`src/rtl/wb_cp0_ext_if.sv`:
```
// Write-back stage bus: instruction/commit controls in, register-file write port,
// fetch redirect and HI/LO contents out.
interface wb_cp0_ext_if #(
  parameter int unsigned HW_INT_NUM = 5
);
  logic                  WB_valid;
  logic                  wen;
  logic [4:0]            wdest;
  logic [31:0]           mem_result;
  logic [31:0]           lo_result;
  logic                  hi_write;
  logic                  lo_write;
  logic                  mfhi;
  logic                  mflo;
  logic                  mtc0;
  logic                  mfc0;
  logic [7:0]            cp0r_addr;
  logic                  exc_valid_in;
  logic [4:0]            exc_code_in;
  logic [31:0]           badvaddr_in;
  logic                  eret;
  logic [31:0]           pc;
  logic [HW_INT_NUM-1:0] hw_int;

  logic                  rf_wen;
  logic [4:0]            rf_wdest;
  logic [31:0]           rf_wdata;
  logic                  WB_over;
  logic [4:0]            WB_wdest;
  logic [32:0]           exc_bus;
  logic                  cancel;
  logic [31:0]           HI_data;
  logic [31:0]           LO_data;

  modport slave (
    input  WB_valid, wen, wdest, mem_result, lo_result, hi_write, lo_write,
           mfhi, mflo, mtc0, mfc0, cp0r_addr, exc_valid_in, exc_code_in,
           badvaddr_in, eret, pc, hw_int,
    output rf_wen, rf_wdest, rf_wdata, WB_over, WB_wdest, exc_bus, cancel,
           HI_data, LO_data
  );

  modport master (
    output WB_valid, wen, wdest, mem_result, lo_result, hi_write, lo_write,
           mfhi, mflo, mtc0, mfc0, cp0r_addr, exc_valid_in, exc_code_in,
           badvaddr_in, eret, pc, hw_int,
    input  rf_wen, rf_wdest, rf_wdata, WB_over, WB_wdest, exc_bus, cancel,
           HI_data, LO_data
  );
endinterface

```
`src/rtl/wb_cp0_ext.sv`:
```
// Write-back stage with extended CP0: commits GPR/HI/LO writes, takes precise
// exceptions and masked interrupts (hardware, software, Count/Compare timer), handles ERET.
module wb_cp0_ext #(
  parameter logic [31:0] EXC_ENTER_ADDR = 32'd0,
  parameter int unsigned HW_INT_NUM     = 5,
  parameter int unsigned COUNT_DIV      = 2
) (
  input  logic          clk,
  input  logic          resetn,
  wb_cp0_ext_if.slave   wb
);
  localparam int unsigned PW = (COUNT_DIV > 1) ? $clog2(COUNT_DIV) : 1;
  localparam logic [PW-1:0] PRESC_MAX = PW'(COUNT_DIV - 1);

  localparam logic [7:0] A_BADVADDR = 8'h40;
  localparam logic [7:0] A_COUNT    = 8'h48;
  localparam logic [7:0] A_COMPARE  = 8'h58;
  localparam logic [7:0] A_STATUS   = 8'h60;
  localparam logic [7:0] A_CAUSE    = 8'h68;
  localparam logic [7:0] A_EPC      = 8'h70;

  logic [31:0]           hi, lo;
  logic [31:0]           badvaddr, count, compare, epc;
  logic [PW-1:0]         presc;
  logic                  ti;
  logic [7:0]            im;
  logic                  exl, ie;
  logic [1:0]            sw_ip;
  logic [HW_INT_NUM-1:0] hw_ip;
  logic [4:0]            exc_code;

  logic [7:0]  ip;
  logic        int_req;
  logic        take_int, take_exc, take_eret, exc_valid, commit;
  logic        cp0_wen, count_tick, count_wr, compare_wr;
  logic [31:0] status_val, cause_val, cp0_rdata, exc_pc;

  always_comb begin
    ip = '0;
    ip[1:0] = sw_ip;
    for (int unsigned i = 0; i < HW_INT_NUM; i++) ip[2+i] = hw_ip[i];
    ip[7] = ti;
  end

  assign int_req   = ie & ~exl & (|(ip & im));
  // Interrupt outranks a pipeline exception, which outranks ERET.
  assign take_int  = wb.WB_valid & int_req;
  assign take_exc  = wb.WB_valid & ~int_req & wb.exc_valid_in;
  assign take_eret = wb.WB_valid & ~int_req & ~wb.exc_valid_in & wb.eret;
  assign exc_valid = take_int | take_exc | take_eret;
  assign commit    = wb.WB_valid & ~exc_valid;

  assign cp0_wen    = commit & wb.mtc0;
  assign count_tick = (presc == PRESC_MAX);
  assign count_wr   = cp0_wen & (wb.cp0r_addr == A_COUNT);
  assign compare_wr = cp0_wen & (wb.cp0r_addr == A_COMPARE);

  assign status_val = {16'b0, im, 6'b0, exl, ie};
  assign cause_val  = {1'b0, ti, 14'b0, ip, 1'b0, exc_code, 2'b0};

  always_comb begin
    cp0_rdata = '0;
    case (wb.cp0r_addr)
      A_BADVADDR: cp0_rdata = badvaddr;
      A_COUNT:    cp0_rdata = count;
      A_COMPARE:  cp0_rdata = compare;
      A_STATUS:   cp0_rdata = status_val;
      A_CAUSE:    cp0_rdata = cause_val;
      A_EPC:      cp0_rdata = epc;
      default:    cp0_rdata = '0;
    endcase
  end

  always_ff @(posedge clk) begin
    if (!resetn) begin
      hi       <= '0;
      lo       <= '0;
      badvaddr <= '0;
      count    <= '0;
      compare  <= '0;
      epc      <= '0;
      presc    <= '0;
      ti       <= 1'b0;
      im       <= '0;
      exl      <= 1'b1;
      ie       <= 1'b0;
      sw_ip    <= '0;
      hw_ip    <= '0;
      exc_code <= '0;
    end else begin
      hw_ip <= wb.hw_int;

      if (count_wr) begin
        count <= wb.mem_result;
        presc <= '0;
      end else if (count_tick) begin
        count <= count + 32'd1;
        presc <= '0;
      end else begin
        presc <= presc + PW'(1);
      end

      // The match is judged on the pre-increment Count; a Compare write clears and wins.
      if (compare_wr)
        ti <= 1'b0;
      else if (count_tick && !count_wr && count == compare)
        ti <= 1'b1;

      if (take_int || take_exc) begin
        epc      <= wb.pc;
        exl      <= 1'b1;
        exc_code <= take_int ? 5'd0 : wb.exc_code_in;
        if (take_exc && (wb.exc_code_in == 5'd4 || wb.exc_code_in == 5'd5))
          badvaddr <= wb.badvaddr_in;
      end else if (take_eret) begin
        exl <= 1'b0;
      end else if (cp0_wen) begin
        case (wb.cp0r_addr)
          A_COMPARE: compare <= wb.mem_result;
          A_STATUS: begin
            im  <= wb.mem_result[15:8];
            exl <= wb.mem_result[1];
            ie  <= wb.mem_result[0];
          end
          A_CAUSE:   sw_ip <= wb.mem_result[9:8];
          A_EPC:     epc   <= wb.mem_result;
          default: ;
        endcase
      end

      if (commit && wb.hi_write) hi <= wb.mem_result;
      if (commit && wb.lo_write) lo <= wb.lo_result;
    end
  end

  assign exc_pc = (take_int || take_exc) ? EXC_ENTER_ADDR :
                  take_eret              ? epc : '0;

  assign wb.rf_wen   = commit & wb.wen;
  assign wb.rf_wdest = wb.wdest;
  assign wb.rf_wdata = wb.mfhi ? hi :
                       wb.mflo ? lo :
                       wb.mfc0 ? cp0_rdata : wb.mem_result;
  assign wb.WB_over  = wb.WB_valid;
  assign wb.WB_wdest = commit ? wb.wdest : '0;
  assign wb.exc_bus  = {exc_valid, exc_pc};
  assign wb.cancel   = exc_valid;
  assign wb.HI_data  = hi;
  assign wb.LO_data  = lo;
endmodule

```
`src/flat_wrapper.sv`:
```
// flat-port wrapper written by rule: the top's interface ports become plain ports
module wb_cp0_ext_flat 
#(
  parameter logic [31:0] EXC_ENTER_ADDR = 32'd0,
  parameter int unsigned HW_INT_NUM     = 5,
  parameter int unsigned COUNT_DIV      = 2
)
  (clk, resetn, wb_WB_valid, wb_wen, wb_wdest, wb_mem_result, wb_lo_result, wb_hi_write, wb_lo_write, wb_mfhi, wb_mflo, wb_mtc0, wb_mfc0, wb_cp0r_addr, wb_exc_valid_in, wb_exc_code_in, wb_badvaddr_in, wb_eret, wb_pc, wb_hw_int, wb_rf_wen, wb_rf_wdest, wb_rf_wdata, wb_WB_over, wb_WB_wdest, wb_exc_bus, wb_cancel, wb_HI_data, wb_LO_data);
  wb_cp0_ext_if #(.HW_INT_NUM(HW_INT_NUM)) wb_i ();
  input  logic clk;
  input  logic resetn;
  input wire logic [$bits(wb_i.WB_valid)-1:0] wb_WB_valid;
  input wire logic [$bits(wb_i.wen)-1:0] wb_wen;
  input wire logic [$bits(wb_i.wdest)-1:0] wb_wdest;
  input wire logic [$bits(wb_i.mem_result)-1:0] wb_mem_result;
  input wire logic [$bits(wb_i.lo_result)-1:0] wb_lo_result;
  input wire logic [$bits(wb_i.hi_write)-1:0] wb_hi_write;
  input wire logic [$bits(wb_i.lo_write)-1:0] wb_lo_write;
  input wire logic [$bits(wb_i.mfhi)-1:0] wb_mfhi;
  input wire logic [$bits(wb_i.mflo)-1:0] wb_mflo;
  input wire logic [$bits(wb_i.mtc0)-1:0] wb_mtc0;
  input wire logic [$bits(wb_i.mfc0)-1:0] wb_mfc0;
  input wire logic [$bits(wb_i.cp0r_addr)-1:0] wb_cp0r_addr;
  input wire logic [$bits(wb_i.exc_valid_in)-1:0] wb_exc_valid_in;
  input wire logic [$bits(wb_i.exc_code_in)-1:0] wb_exc_code_in;
  input wire logic [$bits(wb_i.badvaddr_in)-1:0] wb_badvaddr_in;
  input wire logic [$bits(wb_i.eret)-1:0] wb_eret;
  input wire logic [$bits(wb_i.pc)-1:0] wb_pc;
  input wire logic [$bits(wb_i.hw_int)-1:0] wb_hw_int;
  output wire logic [$bits(wb_i.rf_wen)-1:0] wb_rf_wen;
  output wire logic [$bits(wb_i.rf_wdest)-1:0] wb_rf_wdest;
  output wire logic [$bits(wb_i.rf_wdata)-1:0] wb_rf_wdata;
  output wire logic [$bits(wb_i.WB_over)-1:0] wb_WB_over;
  output wire logic [$bits(wb_i.WB_wdest)-1:0] wb_WB_wdest;
  output wire logic [$bits(wb_i.exc_bus)-1:0] wb_exc_bus;
  output wire logic [$bits(wb_i.cancel)-1:0] wb_cancel;
  output wire logic [$bits(wb_i.HI_data)-1:0] wb_HI_data;
  output wire logic [$bits(wb_i.LO_data)-1:0] wb_LO_data;
  assign wb_i.WB_valid = wb_WB_valid;
  assign wb_i.wen = wb_wen;
  assign wb_i.wdest = wb_wdest;
  assign wb_i.mem_result = wb_mem_result;
  assign wb_i.lo_result = wb_lo_result;
  assign wb_i.hi_write = wb_hi_write;
  assign wb_i.lo_write = wb_lo_write;
  assign wb_i.mfhi = wb_mfhi;
  assign wb_i.mflo = wb_mflo;
  assign wb_i.mtc0 = wb_mtc0;
  assign wb_i.mfc0 = wb_mfc0;
  assign wb_i.cp0r_addr = wb_cp0r_addr;
  assign wb_i.exc_valid_in = wb_exc_valid_in;
  assign wb_i.exc_code_in = wb_exc_code_in;
  assign wb_i.badvaddr_in = wb_badvaddr_in;
  assign wb_i.eret = wb_eret;
  assign wb_i.pc = wb_pc;
  assign wb_i.hw_int = wb_hw_int;
  assign wb_rf_wen = wb_i.rf_wen;
  assign wb_rf_wdest = wb_i.rf_wdest;
  assign wb_rf_wdata = wb_i.rf_wdata;
  assign wb_WB_over = wb_i.WB_over;
  assign wb_WB_wdest = wb_i.WB_wdest;
  assign wb_exc_bus = wb_i.exc_bus;
  assign wb_cancel = wb_i.cancel;
  assign wb_HI_data = wb_i.HI_data;
  assign wb_LO_data = wb_i.LO_data;
  wb_cp0_ext #(.EXC_ENTER_ADDR(EXC_ENTER_ADDR), .HW_INT_NUM(HW_INT_NUM), .COUNT_DIV(COUNT_DIV)) u_core (.clk(clk), .resetn(resetn), .wb(wb_i));
endmodule
```
`config.mk`:
```
export PLATFORM = sky130hd
export DESIGN_NAME = wb_cp0_ext_flat
export DESIGN_NICKNAME = d
export VERILOG_FILES = /design/src/rtl/wb_cp0_ext_if.sv /design/src/rtl/wb_cp0_ext.sv /design/src/flat_wrapper.sv
export SDC_FILE = /design/constraint.sdc
export NUM_CORES = 1
export LEC_CHECK = 0
export BUFFER_PORTS_ARGS = -buffer_cell sky130_fd_sc_hd__clkbuf_2
export CAP_MARGIN = 30
export CORE_UTILIZATION = 53
export CTS_CLUSTER_DIAMETER = 200
export CTS_CLUSTER_SIZE = 30
export DETAILED_ROUTE_END_ITERATION = 7
export PLACE_DENSITY = 0.87
export SLEW_MARGIN = 10
export SYNTH_ARGS = -nofsm -noshare
export SYNTH_HDL_FRONTEND = slang
export SYNTH_SLANG_ARGS = --single-unit
```
`constraint.sdc`:
```
create_clock -name clk -period 2.3 [get_ports clk]
set_input_delay 0 -clock clk [delete_from_list [all_inputs] [get_ports clk]]
set_output_delay 0 -clock clk [all_outputs]
set_load 0.005 [all_outputs]
```
* After elaboration in Yosys (flattened, before gate mapping)
Cells that the tools add are included.
Widths: inputs -> output; s select.
** Cells by class
- Equality and inequality tests :: 10
- Add/sub/neg operators :: 2
- Bitwise operators :: 22
- Multiplexer cells :: 17
- Reduce and logical (&&, ||, !) cells :: 23
** Operators by type and width (count)
- $mux 32 :: 11
- $pmux 32 s6 :: 1
- $eq 8x7->1 const B :: 6
- $add 32x1->32 const B :: 1
- $eq 32x32->1 :: 1
- $and 1x1->1 :: 12
- $reduce_and 4->1 :: 3
- $eq 5x3->1 const B :: 2
- $mux 5 :: 2
- $reduce_bool 2->1 :: 5
- $and 8x8->8 :: 1
- $reduce_or 8->1 :: 1
- $not 1->1 :: 7
- $logic_and 1x1->1 :: 5
- $reduce_and 2->1 :: 2
- $reduce_or 2->1 :: 2
- $mux 1 :: 3
- $reduce_and 3->1 :: 1
- $reduce_or 3->1 :: 1
- $logic_or 1x1->1 :: 2
- $ne 2x2->1 const B :: 1
- $or 1x1->1 :: 2
- $add 1x1->1 const B :: 1
- $logic_not 1->1 :: 1
** Storage, ports and cells
- Output and inout port bits :: 142
- Bits in registers :: 216
- Word-level logic and storage cells :: 88
- Input bits :: 163

* Longest topological paths before layout
- Word-level depth :: 15
- Mapped depth :: 10
- Gate-level depth less buffers :: 7

* Worst setup path after synthesis
No wires, ideal clock.
- Path type :: register to register
- From :: register u_core.hw_ip[4]
- To :: register u_core.count[0]
- Setup time :: 116 ps
- Stages on the path, launching flop included :: 10
- Arrival time :: 1719 ps
- Period minus slack after synthesis :: 1835 ps
- Buffers on the path :: 4
- Data required time :: 2184 ps
- Path slack :: 465 ps
- Cell sequence :: dfxtp_1 -> a22o_1 -> a221oi_2 -> a311o_1 -> buf_4 -> buf_6 -> nand3_2 -> buf_4 -> buf_2 -> o211a_1
** On the way
- Longest elaborated chain between the ends :: 13
- Elaborated cells on any way between the ends :: 17
- Those cells by class :: mux (1); bitwise (14); reduce/logical (2)
** Ends and longest elaborated chain
- start: declaration :: RTL line wb_cp0_ext.sv:29 : logic [HW_INT_NUM-1:0] hw_ip;
- start signal: assignment :: RTL line wb_cp0_ext.sv:91 : hw_ip <= wb.hw_int;
- $and 8x8->8 (*) :: RTL line wb_cp0_ext.sv:45 : assign int_req = ie & ~exl & (|(ip & im));
- $reduce_or 8->1 (*) :: RTL line wb_cp0_ext.sv:45
- $and 1x1->1 (*) :: RTL line wb_cp0_ext.sv:45
- $not 1->1 :: RTL line wb_cp0_ext.sv:48, wb_cp0_ext.sv:49
- $and 1x1->1 :: RTL line wb_cp0_ext.sv:48, wb_cp0_ext.sv:49
- $and 1x1->1, on equally long branches :: RTL line wb_cp0_ext.sv:48, wb_cp0_ext.sv:49
- $or 1x1->1 / $and 1x1->1 (equally long branches) :: RTL line wb_cp0_ext.sv:50, wb_cp0_ext.sv:49
- $or 1x1->1 (*) :: RTL line wb_cp0_ext.sv:50 : assign exc_valid = take_int | take_exc | take_eret;
- $not 1->1 (*) :: RTL line wb_cp0_ext.sv:51 : assign commit = wb.WB_valid & ~exc_valid;
- $and 1x1->1 (*) :: RTL line wb_cp0_ext.sv:51
- $and 1x1->1 (*) :: RTL line wb_cp0_ext.sv:53 : assign cp0_wen = commit & wb.mtc0;
- $and 1x1->1 (*) :: RTL line wb_cp0_ext.sv:55 : assign count_wr = cp0_wen & (wb.cp0r_addr == A_COUNT);
- $mux 32 / $reduce_bool 2->1 (equally long branches)
- end signal: assignment :: RTL line wb_cp0_ext.sv:94 : count <= wb.mem_result;
- end signal: assignment :: RTL line wb_cp0_ext.sv:97 : count <= count + 32'd1;
- end: declaration :: RTL line wb_cp0_ext.sv:23 : logic [31:0] badvaddr, count, compare, epc;
Every way passes the cells marked *; elsewhere a longest branch is shown, timed or not.
A chain may end at the register's enable or synchronous reset.

* Final worst setup path
- From :: register u_core.hw_ip[4]
- To :: output wb_exc_bus[9]
** On the way
- Longest elaborated chain between the ends :: 9
- Elaborated cells on any way between the ends :: 12
- Those cells by class :: mux (2); bitwise (8); reduce/logical (2)
** Ends and longest elaborated chain
- $and 8x8->8 (*) :: RTL line wb_cp0_ext.sv:45
- $reduce_or 8->1 (*) :: RTL line wb_cp0_ext.sv:45
- $and 1x1->1 (*) :: RTL line wb_cp0_ext.sv:45
- $not 1->1 :: RTL line wb_cp0_ext.sv:48, wb_cp0_ext.sv:49
- $and 1x1->1 :: RTL line wb_cp0_ext.sv:48, wb_cp0_ext.sv:49
- $and 1x1->1 (2 in a row) :: RTL line wb_cp0_ext.sv:49 : assign take_eret = wb.WB_valid & ~int_req & ~wb.exc_valid_in & wb.eret;
- $mux 32 :: RTL line wb_cp0_ext.sv:137 : take_eret ? epc : '0;
- $mux 32 (*) :: RTL line wb_cp0_ext.sv:136 : assign exc_pc = (take_int || take_exc) ? EXC_ENTER_ADDR :
- end: declaration :: RTL line flat_wrapper.sv:35 : output wire logic [$bits(wb_i.exc_bus)-1:0] wb_exc_bus;
Marked as above.

==> impl_results.md <==
- Core area: 21090 sq um
- Syn Area/Cell: 7.696 sq um
- Hpwl dp: 27820 um
- FMAX: 457.4 MHz
- Vias in the first global route: 11.41k
- Critical Path End Type: output pin
- Net Sw Frac: 26.73%
- CTS Buffer Depth: 3
- Mapped Cells: 1487
- R2r worst-path depth: 7
- Area Growth Syn to Fin: 29.76%
- Filler cells: 1619
- Flop pwr share: 54.8%
- Number of synthesized flops with an enable pin: 0
- Area of the multi-input gates: 6366 sq um
- CP arrival: 2.19 ns
- Slew at the pin with the worst max-slew slack: 0.6630 ns
- Sw power: 0.001901 W
- Final wirelength: 40700 um
- Startpoint types: flip-flop
- Status: finished clean
- Skew final: 0.04935 ns
- Hold WC Path Type: primary input to flip-flop
- GPL Wtd Cong: 1.008
- 1st-pass router iterations: 8
- H-tree depth: 1
- Asr flop ratio synth: 0%
- Clk pwr share: 30.3%
- Yosys cell types: 65
- Post-synthesis sequential area ratio: 37.79%
- Antenna Cells: 0
- Number of synthesized register bits: 216
- CTS tree: done
- Ys Warns: 0
- DR DRC count: 0
- Total GRT Usage: 35.27%
- FF+latch area: 4324 sq um
- CTS sink count: 216
- Critical path endpoint: wb_exc_bus[9]
- Crit path time final: 2.186 ns
- Power Dens Cells: 479.0 nW/um^2
- Initial Util: 54.27%
- Largest net degree at the start of global routing: 96
- WP data required: 2.30 ns
- Non-Filler Instances: 2127
- Detailed-route via count: 12.66k
- CP max FO: 11
- Final #Nets: 2017
- Period utilization: 95.05%
- Synthesized area: 11440 sq um
- Reg-to-Reg End: u_core.epc[0]
- End-of-flow core utilization: 70.42%
- FP Rows: 53
- Die height: 148.9 um
- Worst-Skew Late Latency: 0.49 ns
- Combinational power share: 14.8%
- Max Slew Vio Count: 0
- Top_reg_cell synth: dfxtp_1
- Die width: 148.9 um
- Clk slew on worst S/H paths: 0.12 ns
- Share of layout cells above drive strength 1: 21.87%
- Full die area: 22180 sq um
- Post-Place Cells: 1976
- Setup violators final: 0
- Syn_nets: 1651
- R2r startpoint: u_core.hw_ip[4]
- Final hold vios: 0
- Max IR drop VDD: 572.2 uV
- Total CTS buffers: 11
- Antenna Nets Post-Route: 0
- Ports: 305
- Relative slew margins: 55.56%
- Total grt overflow: 0
- Critical path type: flip-flop to output pin
- DR iter-0 viols: 1480
- Avg WL per Cell: 19.13 um
- Initial antenna violation count: 0
- R2R setup slack: 0.18 ns
- Global-route wire length before repair: 61510 um
- Port Buffers: 304
- Clock Tree Root: clkbuf_16
- Max Cap Violations: 0
- CP Launch Point: u_core.hw_ip[4]
- Internal power: 0.005211 W
- DR vias/cell: 5.953
- Lkg Pwr: 6.296 nW
layout by cell type, fill, tap and decap left out, types with 30 or more instances in the layout:
cell type      netlist  final
nor2_1              48     47
buf_4               22     38
a21boi_1            38     38
and2_1              43     43
inv_1               30     30
o21ai_0            156    156
nand2_1            280    280
xor2_1              48     48
nand3_1            109    109
a31oi_1             54     54
dfxtp_1            216    216
a21oi_1             86     86
dlygate4sd3_1        0    138
a22oi_1             47     47
clkbuf_2             2    303
kinds of logic (layout without fill, tap and decap cells):
family | count (synthesis) | count (layout) | synth area share, %
simple gates | 582 | 582 | 24.95
buf+inv | 167 | 532 | 6.713
fa+ha+maj | 1 | 1 | 0.1093
flops | 216 | 216 | 37.79
compound gates | 444 | 444 | 24.31
mux | 14 | 14 | 1.312
xor+xnor | 63 | 63 | 4.822
sequential cells by signal (all words and copies together), names as in the netlist, 2 cells and up:
register / cells
u_core.wb.LO_data: 32
u_core.count: 32
u_core.epc: 32
u_core.im: 8
u_core.hw_ip: 5
u_core.exc_code: 5
u_core.compare: 32
u_core.badvaddr: 32
u_core.sw_ip: 2
u_core.wb.HI_data: 32
worst min path at each step:
stage | depth (start not counted) | end | start
floorplan | 1 | wb_WB_over | wb_WB_valid
global placement | 2 | wb_rf_wdest[4] | wb_wdest[4]
detailed placement | 2 | wb_rf_wdest[4] | wb_wdest[4]
CTS | 3 | u_core.exl | wb_eret
global route | 2 | u_core.exl | resetn
finish | 2 | u_core.exl | resetn
critical path, cell delays in order (launching register included):
cell and delay (ns):
dfxtp_1 0.34, a22o_1 0.25, a221oi_2 0.17, a311o_2 0.27, and3_4 0.22, buf_4 0.18, and2_1 0.16, clkbuf_2 0.12
per-layer routing:
layer | global-route usage, % | up-vias | share of wire [%]
met3 | 7.859 | 133 | 12
met5 | 0 | - | 0
li1 | - | 5913 | -
met2 | 52.33 | 822 | 43
met1 | 49.47 | 5795 | 41
met4 | 13.67 | 0 | 3.8
power by group through the flow:
stage / Clock, W / Combinational [W] / Sequential (W)
2_1_floorplan: 0 / 0.000428 / 0.00395
4_1_cts: 0.00220 / 0.00101 / 0.00389
3_5_place_dp: 0 / 0.000827 / 0.00398
6_report: 0.00216 / 0.00105 / 0.00390
5_1_grt: 0.00234 / 0.00113 / 0.00390
3_3_place_gp: 0 / 0.000815 / 0.00397
through the flow:
| stage | worst slack [ns] | power (W) | instance area [sq um] | setup TNS (ns) | hold WS (ns) |
|---|---|---|---|---|---|
| floorplan | 0.4645 | 0.004379 | 11440 | 0 | 0.08082 |
| global placement | 0.3114 | 0.004789 | 13140 | 0 | 0.1814 |
| detailed placement | 0.2579 | 0.004804 | 13140 | 0 | 0.1833 |
| CTS | 0.004217 | 0.007104 | 14840 | 0 | 0.05965 |
| global route | -0.006975 | 0.007371 | 14850 | -0.008554 | 0.09114 |
| finish | 0.1137 | 0.007112 | 14850 | 0 | 0.06871 |
repair_timing:
action / 4_1_cts / 5_1_grt
endpoints found under the hold margin: 214 / 0
pin swaps: 0 / 2
hold buffers: 138 / 0
buffers inserted: 0 / 1
resized for setup: 3 / 2
setup endpoints to repair: 38 / 37
cell usage after synthesis (6+ instances only):
master | instances | area, sq um
buf_2 | 33 | 165.2
buf_4 | 22 | 165.2
xnor2_1 | 15 | 131.4
a21oi_1 | 86 | 430.4
a22oi_1 | 47 | 352.8
a21boi_1 | 38 | 285.3
nand3_1 | 109 | 545.5
nor3_1 | 6 | 30.03
and3_1 | 7 | 43.79
nor2_1 | 48 | 180.2
clkbuf_1 | 64 | 240.2
nand4_1 | 8 | 50.05
o211a_1 | 15 | 150.1
nor2b_1 | 14 | 87.58
buf_1 | 14 | 52.55
nand2_1 | 280 | 1051
o21ai_0 | 156 | 780.8
nor4_1 | 8 | 50.05
a22o_1 | 14 | 122.6
a222oi_1 | 7 | 70.07
a221o_1 | 8 | 80.08
mux2i_1 | 6 | 60.06
a31oi_1 | 54 | 337.8
inv_1 | 30 | 112.6
dfxtp_1 | 216 | 4324
xor2_1 | 48 | 420.4
mux2_2 | 8 | 90.09
nand2b_1 | 25 | 156.4
and2_1 | 43 | 269.0
area by class of cell:
class / count / area share (%)
clock buffers: 11 / 1.854
multi-input cells: 1104 / 42.87
well taps: 275 / 2.317
clock inverters: 1 / 0.2022
inverters: 30 / 0.7583
repair buffers: 490 / 22.88
flip-flops and latches: 216 / 29.12
(Power assumes the default switching activity.)
